## src/rtl/cave_cache_pkg.sv

```systemverilog
// cave_cache_pkg: shared widths, entry layout and FSM states for the cache entry sequencer
package cave_cache_pkg;
  localparam int ADDR_WIDTH = 5;
  localparam int DATA_WIDTH = 64;
  localparam int TAG_WIDTH = ADDR_WIDTH - 1;
  localparam int ENTRY_WIDTH = 2 + TAG_WIDTH + DATA_WIDTH;
  typedef struct packed {
    logic valid;
    logic dirty;
    logic [TAG_WIDTH-1:0] tag;
    logic [DATA_WIDTH-1:0] data;
  } cache_entry_t;
  typedef enum logic [2:0] {INIT0, INIT1, IDLE, LOOKUP, EVICT, FILL, FILL_WAIT} cache_state_t;
  function automatic logic index_of(input logic [ADDR_WIDTH-1:0] a);
    return a[0];
  endfunction
  function automatic logic [TAG_WIDTH-1:0] tag_of(input logic [ADDR_WIDTH-1:0] a);
    return a[ADDR_WIDTH-1:1];
  endfunction
endpackage

```

## src/rtl/cache_entry_ctrl.sv

```systemverilog
// cache_entry_ctrl: direct-mapped write-back sequencer over a 2-entry external entry memory
module cache_entry_ctrl
  import cave_cache_pkg::*;
(
  input  logic clock,
  input  logic reset,
  input  logic in_rd,
  input  logic in_wr,
  input  logic [ADDR_WIDTH-1:0] in_addr,
  input  logic [DATA_WIDTH-1:0] in_din,
  output logic in_wait,
  output logic in_valid,
  output logic [DATA_WIDTH-1:0] in_dout,
  output logic out_rd,
  output logic out_wr,
  output logic [ADDR_WIDTH-1:0] out_addr,
  output logic [DATA_WIDTH-1:0] out_din,
  input  logic out_wait,
  input  logic out_valid,
  input  logic [DATA_WIDTH-1:0] out_dout,
  output logic mem_r_addr,
  output logic mem_r_en,
  input  logic [ENTRY_WIDTH-1:0] mem_r_data,
  output logic mem_w_addr,
  output logic mem_w_en,
  output logic [ENTRY_WIDTH-1:0] mem_w_data
);
  cache_state_t state, state_n;
  cache_entry_t cur;
  logic op_rd, hit;
  logic [ADDR_WIDTH-1:0] req_addr;
  logic [TAG_WIDTH-1:0] vic_tag;
  logic [DATA_WIDTH-1:0] req_din, vic_data, dout_q, dout_now;
  assign cur = cache_entry_t'(mem_r_data);
  assign hit = cur.valid && cur.tag == tag_of(req_addr);
  assign in_wait = reset || state != IDLE;
  assign in_dout = in_valid ? dout_now : dout_q;
  always_ff @(posedge clock)
    state <= reset ? INIT0 : state_n;
  always_comb begin
    state_n = state;
    case (state)
      INIT0: state_n = INIT1;
      INIT1: state_n = IDLE;
      IDLE: state_n = (in_rd || in_wr) ? LOOKUP : IDLE;
      LOOKUP: state_n = hit ? IDLE : (cur.valid && cur.dirty) ? EVICT : op_rd ? FILL : IDLE;
      EVICT: state_n = out_wait ? EVICT : op_rd ? FILL : IDLE;
      FILL: state_n = out_wait ? FILL : FILL_WAIT;
      FILL_WAIT: state_n = out_valid ? IDLE : FILL_WAIT;
      default: state_n = INIT0;
    endcase
  end
  always_ff @(posedge clock) begin
    if (state == IDLE && (in_rd || in_wr)) begin
      op_rd <= in_rd;
      req_addr <= in_addr;
      req_din <= in_din;
    end
    if (state == LOOKUP) begin
      vic_tag <= cur.tag;
      vic_data <= cur.data;
    end
    dout_q <= reset ? '0 : in_valid ? dout_now : dout_q;
  end
  // every output is forced idle while reset is held, whatever the state
  always_comb begin
    in_valid = 1'b0;
    dout_now = '0;
    out_rd = 1'b0;
    out_wr = 1'b0;
    out_addr = req_addr;
    out_din = vic_data;
    mem_r_en = 1'b0;
    mem_r_addr = index_of(in_addr);
    mem_w_en = 1'b0;
    mem_w_addr = index_of(req_addr);
    mem_w_data = '0;
    if (!reset)
      case (state)
        INIT0, INIT1: begin
          mem_w_en = 1'b1;
          mem_w_addr = state == INIT1;
        end
        IDLE: mem_r_en = in_rd || in_wr;
        LOOKUP: begin
          in_valid = op_rd && hit;
          dout_now = cur.data;
          mem_w_en = !op_rd && (hit || !(cur.valid && cur.dirty));
          mem_w_data = {2'b11, tag_of(req_addr), req_din};
        end
        EVICT: begin
          out_wr = 1'b1;
          out_addr = {vic_tag, index_of(req_addr)};
          mem_w_en = !out_wait && !op_rd;
          mem_w_data = {2'b11, tag_of(req_addr), req_din};
        end
        FILL: out_rd = 1'b1;
        FILL_WAIT: begin
          in_valid = out_valid;
          dout_now = out_dout;
          mem_w_en = out_valid;
          mem_w_data = {2'b10, tag_of(req_addr), out_dout};
        end
        default: ;
      endcase
  end
endmodule

```

## config.mk

```make
export PLATFORM = sky130hd
export DESIGN_NAME = cache_entry_ctrl
export DESIGN_NICKNAME = d
export VERILOG_FILES = /design/src/rtl/cave_cache_pkg.sv /design/src/rtl/cache_entry_ctrl.sv
export SDC_FILE = /design/constraint.sdc
export NUM_CORES = 1
export LEC_CHECK = 0
export ABC_AREA = 1
export BUFFER_PORTS_ARGS = -buffer_cell sky130_fd_sc_hd__buf_2
export CORE_AREA = 2 2 161 163
export DETAILED_ROUTE_END_ITERATION = 6
export DIE_AREA = 0 0 163 165
export GPL_ROUTABILITY_DRIVEN = 0
export PLACE_DENSITY = 0.7
export SLEW_MARGIN = 20
export SYNTH_ARGS = -nofsm -noshare
export SYNTH_HDL_FRONTEND = slang
export SYNTH_SLANG_ARGS = --single-unit
```

## constraint.sdc

```tcl
create_clock -name clock -period 10.88 [get_ports clock]
set_input_delay 0 -clock clock [delete_from_list [all_inputs] [get_ports clock]]
set_output_delay 0 -clock clock [all_outputs]
set_load 0.005 [all_outputs]
```

==> metrics.cfg <==
[timing]
finalSetupViolCount=0
hold_violations=0
worst_pin_slew_ns=1.075
fin_crit_sh_pct=29.76
fin_setup_tns_ns=0
drv_slew=0
slew_headroom_pct=28.34
layout_min_cycle_time_ns=3.237
rsz0062_at_grt=no
fmax_ghz=0.3089
clock_skew_ns=0.01367

[job]
drv_cap=0

[synth]
ys_warn_count=0
synth_compound_area_share_pct=7.870
synth_top_family_by_area=simple AND/OR/NAND/NOR gates
synthMuxAreaShare_pct=0
synth_area_sq_mm=0.009364
ys_seq_elements=205
avgSynthCellArea_sq_um=8.751
yosys.area_share.adder_pct=0
yosysSeqAreaShare_pct=58.58
yosysUniqueCellTypes=23
synthesis.nets=1279
netlist_instances=1070
synthSimpleGateAreaFrac_pct=21.33
synth_xor_area_share_pct=0

[floorplanning]
core-area_sq_mm=0.02504
die_area_sq_mm=0.02690
die_y_um=165
die_w_um=163
ioPinCount=420
start_util_pct=37.40
placementRows=58

[place]
io_buffer_count=419
dp_hpwl_mm=20.29

[layout]
nFillCells=2151
n_antenna_cell=0
fin_util_pct=57.90
multi_input_area_sq_mm=0.002760
area_delta_synth_final_pct=54.81
seq_area_sq_mm=0.005485
final_nets=1872
drive_gt1_share_pct=28.14
final_common_cell=buf_2
layout_common_cells=buf_2, nand2_1, inv_1, dlygate4sd3_1, edfxtp_1

[grt]
grt_pass1_vias=9785
grt_overflow=0
grt_max_degree=72
antenna_found_initial=0
grt_pass1_wl_mm=51.02
track_usage_pct=23.89

[route]
drc_errors=0
drt-total-wl_mm=33.58
routed_via_density=4.850
drtAntennaViolNets=0
firstDrtPassIters=5
wl_per_cell_um=16.70
num_vias=9754
first_iter_violations=923

[cts]
cts.sinks=205
hold_buffers=205
cts_buffers=24
post_cts_buffers=0
cts_tree=done
clk_latency_ns=0.51
clockBufferDepth=3
cts_root_buf=clkbuf_16
ctsHtreeMaxLevel=1
cts_resized=0
clkTransAtPathRegs_ns=0.06

[worst_setup_path]
cp_slowest_stage_delay_ns=0.68
path_cells=nand2_1 > nor2_4 > buf_4 > buf_4 > a21oi_1 > nor2_1 > buf_2
crit_buf_inv=3
crit_family=buffers and inverters
worstPathRequired_ns=10.88
crit_start=state[1]
critPathCaptureType=output port
cp_max_fo=67
worstRegToRegCells=8
crit_arrival_ns=3.24
path_class=reg2out
setup.worst_path.start_class=register
cpMostUsedCell=buf_4
slowest_stage=buf_4
reg2reg_to=state[0]
ff2ff_setup_slack_ns=7.84
worstReg2RegStart=state[0]

[min_path]
hold_depth=7
hold_end=dout_q[1]
min_path_type=in2reg
hp-start=out_dout[1]

[status]
status=complete, no violations

[power_and_ir_drop]
p_leak_nw=7.276
power.density_mw_per_mm2=148.5
ir_worst_vdd_mv=0.1162

[state kept, by name, summed over array words and instances (netlist names)]
| name | flops |
|---|---|
| op_rd | 1 |
| req_addr | 5 |
| out_din | 64 |
| vic_tag | 4 |
| dout_q | 64 |
| req_din | 64 |
| state | 3 |
[synth_stat cells]
master    instances  area (sq um)
nand3_2           1         10.01
inv_1           210         788.3
dfxtp_1          67          1341
a211oi_1          2         15.01
nand4_1           3         18.77
o21ai_0           8         40.04
a32o_1           64         640.6
nor3_1            2         10.01
clkbuf_1         27         101.4
nor2_1           81         304.0
o31ai_1           1         7.510
buf_6             5         56.30
edfxtp_1        138          4144
inv_2             4         15.01
buf_2            24         120.1
nand2_1         347          1303
nand3_1          69         345.3
buf_1             3         11.26
a31oi_1           1         6.260
o21a_1            1         7.510
buf_4             7         52.55
a21oi_1           4         20.02
nor2_2            1         6.260
[area by class of cell]
type	instances	share of cell area, %
Timing Repair Buffer	633	29.10
Clock inverter	7	0.7595
Clock buffer	37	4.833
Tap cell	330	2.848
Sequential cell	205	37.84
Multi-Input combinational cell	585	19.04
Inverter	214	5.576
[logic make-up after synthesis]
group | count (synthesis)
flip-flops | 205
AO/OA/AOI/OAI | 81
buffers and inverters | 280
AND/OR/NAND/NOR | 504
[where the power goes]
group / internal [mW] / switching, mW
Sequential: 0.924 / 0.0278
Combinational: 0.156 / 0.215
Clock: 0.513 / 0.317
[tightest hold or removal path, delay by kind of cell]
| kind | cells | cell delay, ns |
|---|---|---|
| simple gates | 5 | 0.36 |
| buf+inv | 2 | 0.14 |
[worst max-delay path by stage]
stage,end,slack [ns],cells after the start
2_1_floorplan,op_rd,4.97,3
3_3_place_gp,mem_w_data[67],8.27,8
3_5_place_dp,mem_w_data[67],8.20,7
4_1_cts,mem_w_data[67],7.63,7
5_1_grt,in_dout[38],7.39,11
6_report,mem_w_data[67],7.64,7
[stage by stage]
step / setup slack, ns / power (mW) / instance area [sq um] / cells / hold WS, ns
after floorplan: 4.972 / 1.121 / 9364 / 1070 / 0.08082
after global placement: 8.272 / 1.259 / 11630 / 1762 / 0.1762
after detailed placement: 8.198 / 1.266 / 11630 / 1762 / 0.1781
after CTS: 7.626 / 2.163 / 14500 / 2011 / 0.006441
after global routing: 7.394 / 2.237 / 14500 / 2011 / 0.08748
final: 7.643 / 2.152 / 14500 / 2011 / 0.03487
[per-layer routing]
layer | GRT usage [%] | part of all wire (%)
met5 | 0 | 0
met4 | 10.22 | 4.0
met3 | 5.048 | 8.6
met2 | 42.30 | 50
met1 | 28.09 | 37
Note: power is estimated with default switching activity, not from simulation.
